[src/rtl/key_pkg.sv]
// rtl/key_pkg.sv - shared state encoding and parameter checks for the key debouncer.
package key_pkg;

  localparam logic [1:0] ENC_LOW  = 2'b00;
  localparam logic [1:0] ENC_RISE = 2'b01;
  localparam logic [1:0] ENC_HIGH = 2'b11;
  localparam logic [1:0] ENC_FALL = 2'b10;

  typedef enum logic [1:0] {
    S_LOW  = ENC_LOW,
    S_RISE = ENC_RISE,
    S_HIGH = ENC_HIGH,
    S_FALL = ENC_FALL
  } key_state_e;

  // Smallest counter width w (>= 1) with 2**w >= stable.
  function automatic int min_cnt_w(input int stable);
    int w;
    w = 1;
    while ((64'(1) << w) < 64'(stable)) w++;
    return w;
  endfunction

endpackage

[src/rtl/key_debounce_ch.sv]
// rtl/key_debounce_ch.sv - one channel: polarity fix, 2-flop synchroniser,
// qualification counter/FSM and registered press/release pulses.
module key_debounce_ch
  import key_pkg::*;
#(
  parameter int STABLE     = 50000,
  parameter int CNT_W      = 16,
  parameter bit ACTIVE_LOW = 1'b1
) (
  input  logic clk,
  input  logic clrn,
  input  logic key_in,
  output logic key_out,
  output logic key_rise,
  output logic key_fall
);

  localparam logic [CNT_W-1:0] LAST = CNT_W'(STABLE - 1);

  if (STABLE < 1 || CNT_W < min_cnt_w(STABLE)) begin : g_bad_param
    $error("key_debounce_ch: STABLE must be >= 1 and fit in CNT_W bits");
  end

  logic             w_lvl;
  logic             r_s1;
  logic             r_s2;
  logic [CNT_W-1:0] r_cnt;
  key_state_e       r_state;
  logic             r_out;
  logic             r_rise;
  logic             r_fall;

  assign w_lvl    = key_in ^ ACTIVE_LOW;
  assign key_out  = r_out;
  assign key_rise = r_rise;
  assign key_fall = r_fall;

  // The FSM only ever looks at r_s2; any reversion mid-count restarts qualification.
  always_ff @(posedge clk or negedge clrn) begin
    if (!clrn) begin
      r_s1    <= 1'b0;
      r_s2    <= 1'b0;
      r_cnt   <= '0;
      r_state <= S_LOW;
      r_out   <= 1'b0;
      r_rise  <= 1'b0;
      r_fall  <= 1'b0;
    end else begin
      r_s1   <= w_lvl;
      r_s2   <= r_s1;
      r_rise <= 1'b0;
      r_fall <= 1'b0;
      case (r_state)
        S_LOW: begin
          if (r_s2) begin
            r_state <= S_RISE;
            r_cnt   <= '0;
          end
        end
        S_RISE: begin
          if (!r_s2) begin
            r_state <= S_LOW;
          end else if (r_cnt == LAST) begin
            r_state <= S_HIGH;
            r_out   <= 1'b1;
            r_rise  <= 1'b1;
          end else begin
            r_cnt <= r_cnt + 1'b1;
          end
        end
        S_HIGH: begin
          if (!r_s2) begin
            r_state <= S_FALL;
            r_cnt   <= '0;
          end
        end
        S_FALL: begin
          if (r_s2) begin
            r_state <= S_HIGH;
          end else if (r_cnt == LAST) begin
            r_state <= S_LOW;
            r_out   <= 1'b0;
            r_fall  <= 1'b1;
          end else begin
            r_cnt <= r_cnt + 1'b1;
          end
        end
        default: r_state <= S_LOW;
      endcase
    end
  end

endmodule

[src/rtl/key_debounce_sync.sv]
// rtl/key_debounce_sync.sv - N independent debounced, edge-detected key inputs
// brought into the clk domain.
module key_debounce_sync
  import key_pkg::*;
#(
  parameter int N          = 4,
  parameter int STABLE     = 50000,
  parameter int CNT_W      = 16,
  parameter bit ACTIVE_LOW = 1'b1
) (
  input  logic         clk,
  input  logic         clrn,
  input  logic [N-1:0] key_in,
  output logic [N-1:0] key_out,
  output logic [N-1:0] key_rise,
  output logic [N-1:0] key_fall
);

  if (N < 1 || STABLE < 1 || CNT_W < min_cnt_w(STABLE)) begin : g_bad_param
    $error("key_debounce_sync: need N >= 1, STABLE >= 1 and 2**CNT_W >= STABLE");
  end

  for (genvar gi = 0; gi < N; gi++) begin : g_ch
    key_debounce_ch #(
      .STABLE    (STABLE),
      .CNT_W     (CNT_W),
      .ACTIVE_LOW(ACTIVE_LOW)
    ) u_ch (
      .clk     (clk),
      .clrn    (clrn),
      .key_in  (key_in[gi]),
      .key_out (key_out[gi]),
      .key_rise(key_rise[gi]),
      .key_fall(key_fall[gi])
    );
  end

endmodule

[config.mk]
export PLATFORM = sky130hd
export DESIGN_NAME = key_debounce_sync
export DESIGN_NICKNAME = d
export VERILOG_FILES = /design/src/rtl/key_pkg.sv /design/src/rtl/key_debounce_ch.sv /design/src/rtl/key_debounce_sync.sv
export SDC_FILE = /design/constraint.sdc
export NUM_CORES = 1
export LEC_CHECK = 0
export ABC_AREA = 1
export BUFFER_PORTS_ARGS = -buffer_cell sky130_fd_sc_hd__buf_2
export CAP_MARGIN = 20
export CELL_PAD_IN_SITES_DETAIL_PLACEMENT = 1
export CELL_PAD_IN_SITES_GLOBAL_PLACEMENT = 1
export CORE_MARGIN = 1.5
export CORE_UTILIZATION = 41
export DETAILED_ROUTE_END_ITERATION = 12
export GPL_TIMING_DRIVEN = 0
export PLACE_DENSITY_LB_ADDON = 0.1
export SYNTH_ARGS = -nofsm -noshare
export SYNTH_HDL_FRONTEND = slang
export SYNTH_SLANG_ARGS = --single-unit
[constraint.sdc]
create_clock -name clk -period 1.65 [get_ports clk]
set_clock_uncertainty 0.05 [all_clocks]
set_input_delay 0.165 -clock clk [delete_from_list [all_inputs] [get_ports clk]]
set_output_delay 0.165 -clock clk [all_outputs]
set_load 0.03 [all_outputs]
==> flow_summary.ini <==
[outcome]
outcome = complete, but fails checks
failed_checks = negative setup slack

[sta]
hold_viol_final = 0
worst_slack_ns = -0.0687
setup_viol = 27
finalSetupTns_ns = -0.748
relSlewSlack = 0.657
clock.fmax_mhz = 582
rsz0062_at_grt = true
fin_crit_sh = 1.04
worst_pin_slew_ns = 0.515
drv_slew = 0
period_needed_ns = 1.72

[routing]
via_per_inst = 5.31
vias = 6121
drt_iter0_drc = 301
drtAntennaViolNets = 0
routed_wl_mm = 19.2
drt_first_pass_iters = 4
route.detailed.drc = 0
wl_per_cell_um = 16.6

[grt]
first_global_vias = 6327
grt_max_degree = 58
antenna_found_initial = 0
grtUsageTotal = 0.235
grt-ovfl-total = 0
grt_pass1_wl_mm = 30.3

[clock_network]
clock-root-buffer = clkbuf_16
cts_tree = yes
cts_max_level = 3
cts.clk_slew.worst_paths_ns = 0.07
cts.sink_count = 92
clockBufferDepth = 2
cts_buffers = 9
insertion_delay_ns = 0.36

[placement]
gp_congestion = 0.842
dp_hpwl_mm = 12.0
dp_cells = 1083
post-place-ws_ns = -0.388
port-buffer-count = 17

[finish]
final_cell_count_no_fill = 1152
nets = 989
area_growth_pct = 29.9
final_cell_mix = nand2_1 (226), nor2_1 (94), nand3_1 (83), inv_1 (81), dfrtp_1 (74)
diodes = 0
mostFrequentLayoutCell = nand2_1
layout-drive-gt1-share = 0.291

[setup_path]
r2r-end = g_ch[0].u_ch.r_cnt[4]
startpoint_type = flip-flop
r2r_start = g_ch[0].u_ch.r_state[1]
path_class = flip-flop to flip-flop
r2r_slack_ns = -0.07
cp_data_arrival_time_ns = 1.91
critPathRequiredTime_ns = 1.84
cp_max_fo = 5
endpoint_kind = flip-flop
reg2reg_depth = 10

[synthesis]
synth_ff_type = dfrtp_1
synth_edf_count = 0
synth.distinct_cells = 29
synth_seq_cells = 92
synthesis.nets = 907
avgSynthCellArea_um2 = 6.87
yosysWarnings = 0
synth_cells = 881
syn_area_um2 = 6050
synthArstFlopShare = 1.00
synth_seq_area_share = 0.381

[floorplanning]
die_w_um = 124
dieArea_um2 = 15500
rows = 44
initial_core_util = 0.418
core_area_um2 = 14500
io_pins = 18
die-height_um = 124

[min_path]
worstHoldPathType = input port to asynchronous set/reset pin

[pwr]
peakVddDrop_mv = 0.950
p_leak_nw = 3.58
power_w = 0.0106
power_density_nw_per_um2 = 1350

[job]
cap_violations = 0
-- worst max-delay path, cell delays in order (launching register included) --
cell     delay [ns]
dfrtp_1        0.42
buf_6          0.14
ha_4           0.16
nand2_2        0.08
inv_2          0.06
nor3_4         0.18
buf_4          0.15
nand2_4        0.08
buf_6          0.15
nand2_2        0.06
o21ai_1        0.07
-- sequential cells by signal (all words and copies together), names as in the netlist --
| signal | cells |
|---|---|
| g_ch.u_ch.key_out | 4 |
| g_ch.u_ch.r_s2 | 4 |
| g_ch.u_ch.r_cnt | 64 |
| g_ch.u_ch.r_state | 8 |
| g_ch.u_ch.r_s1 | 4 |
| g_ch.u_ch.key_rise | 4 |
| g_ch.u_ch.key_fall | 4 |
-- layer usage --
| metal | wire [µm] | up-vias | GRT usage |
|---|---|---|---|
| li1 | - | 2971 | - |
| met1 | 8350 | 3043 | 0.289 |
| met2 | 10100 | 72 | 0.427 |
| met3 | 361 | 35 | 0.0292 |
| met4 | 386 | 0 | 0.0771 |
| met5 | 0 | - | 0 |
-- cell families (layout without fill, tap and decap cells) --
logic type	count (synthesis)	count (layout)	synth area share
simple gates	534	535	0.377
buf+inv	132	218	0.102
flops	92	92	0.381
compound gates	91	91	0.0815
fa+ha+maj	20	20	0.0414
xor+xnor	12	12	0.0174
-- metrics by stage --
stage | area [µm²] | util | hold WS (ns)
global placement | 6360 | 0.440 | 0.256
detailed placement | 6390 | 0.442 | 0.124
CTS | 7190 | 0.497 | 0.289
global route | 7860 | 0.543 | 0.314
floorplan | 6050 | - | -0.181
finish | 7860 | 0.543 | 0.266
-- power breakdown --
group	internal (W)	total (W)	switching, W	leakage (nW)
clock network	0.00126	0.00223	0.000968	0.152
registers	0.00254	0.00287	0.000335	1.21
logic	0.00227	0.00552	0.00325	2.22
-- final cells by class --
class	count	area (µm²)
fill	1831	6620
multi-input combinational	658	3700
sequential	92	2320
timing repair buffer	73	629
inverter	97	377
buffer	32	283
clock buffer	11	253
tap	184	230
clock inverter	5	60.1
-- cell usage after synthesis, types with 2 or more instances --
master | count | area share
nand3_1 | 90 | 0.074
xor2_1 | 11 | 0.016
inv_1 | 96 | 0.060
buf_2 | 2 | 0.0017
nand2_1 | 274 | 0.17
clkbuf_1 | 5 | 0.0031
nor3_2 | 4 | 0.0066
nor2_1 | 108 | 0.067
o21ai_0 | 60 | 0.050
buf_6 | 4 | 0.0074
buf_4 | 24 | 0.030
a21oi_1 | 7 | 0.0058
or2_2 | 8 | 0.0083
nand3_2 | 2 | 0.0033
nor3_1 | 20 | 0.017
nand4_1 | 22 | 0.023
o21ai_1 | 12 | 0.0099
o21ai_2 | 6 | 0.0087
ha_1 | 20 | 0.041
nand2_2 | 3 | 0.0031
dfrtp_1 | 92 | 0.38
o21bai_1 | 4 | 0.0050
-- worst max path at each step --
stage,slack (ns),endpoint,cells after the start,startpoint
global placement,-0.63,g_ch[0].u_ch.r_cnt[14],1,clrn
global route,-0.12,g_ch[0].u_ch.r_cnt[3],10,g_ch[0].u_ch.r_state[1]
detailed placement,-0.39,g_ch[3].u_ch.r_cnt[5],6,g_ch[3].u_ch.r_state[0]
finish,-0.07,g_ch[0].u_ch.r_cnt[4],10,g_ch[0].u_ch.r_state[1]
CTS,-0.01,g_ch[3].u_ch.r_cnt[5],9,g_ch[3].u_ch.r_state[0]
floorplan,0.07,g_ch[3].u_ch.r_cnt[3],6,g_ch[3].u_ch.r_state[0]
-- timing repair --
item,CTS,global route
endpoints found under the setup margin,74,71
cloned,3,6
hold endpoints to repair,39,0
resized for setup,81,161
setup buffers,18,28
pin swaps,11,28
hold buffers,5,0
Power figures use the tool's default switching activity.
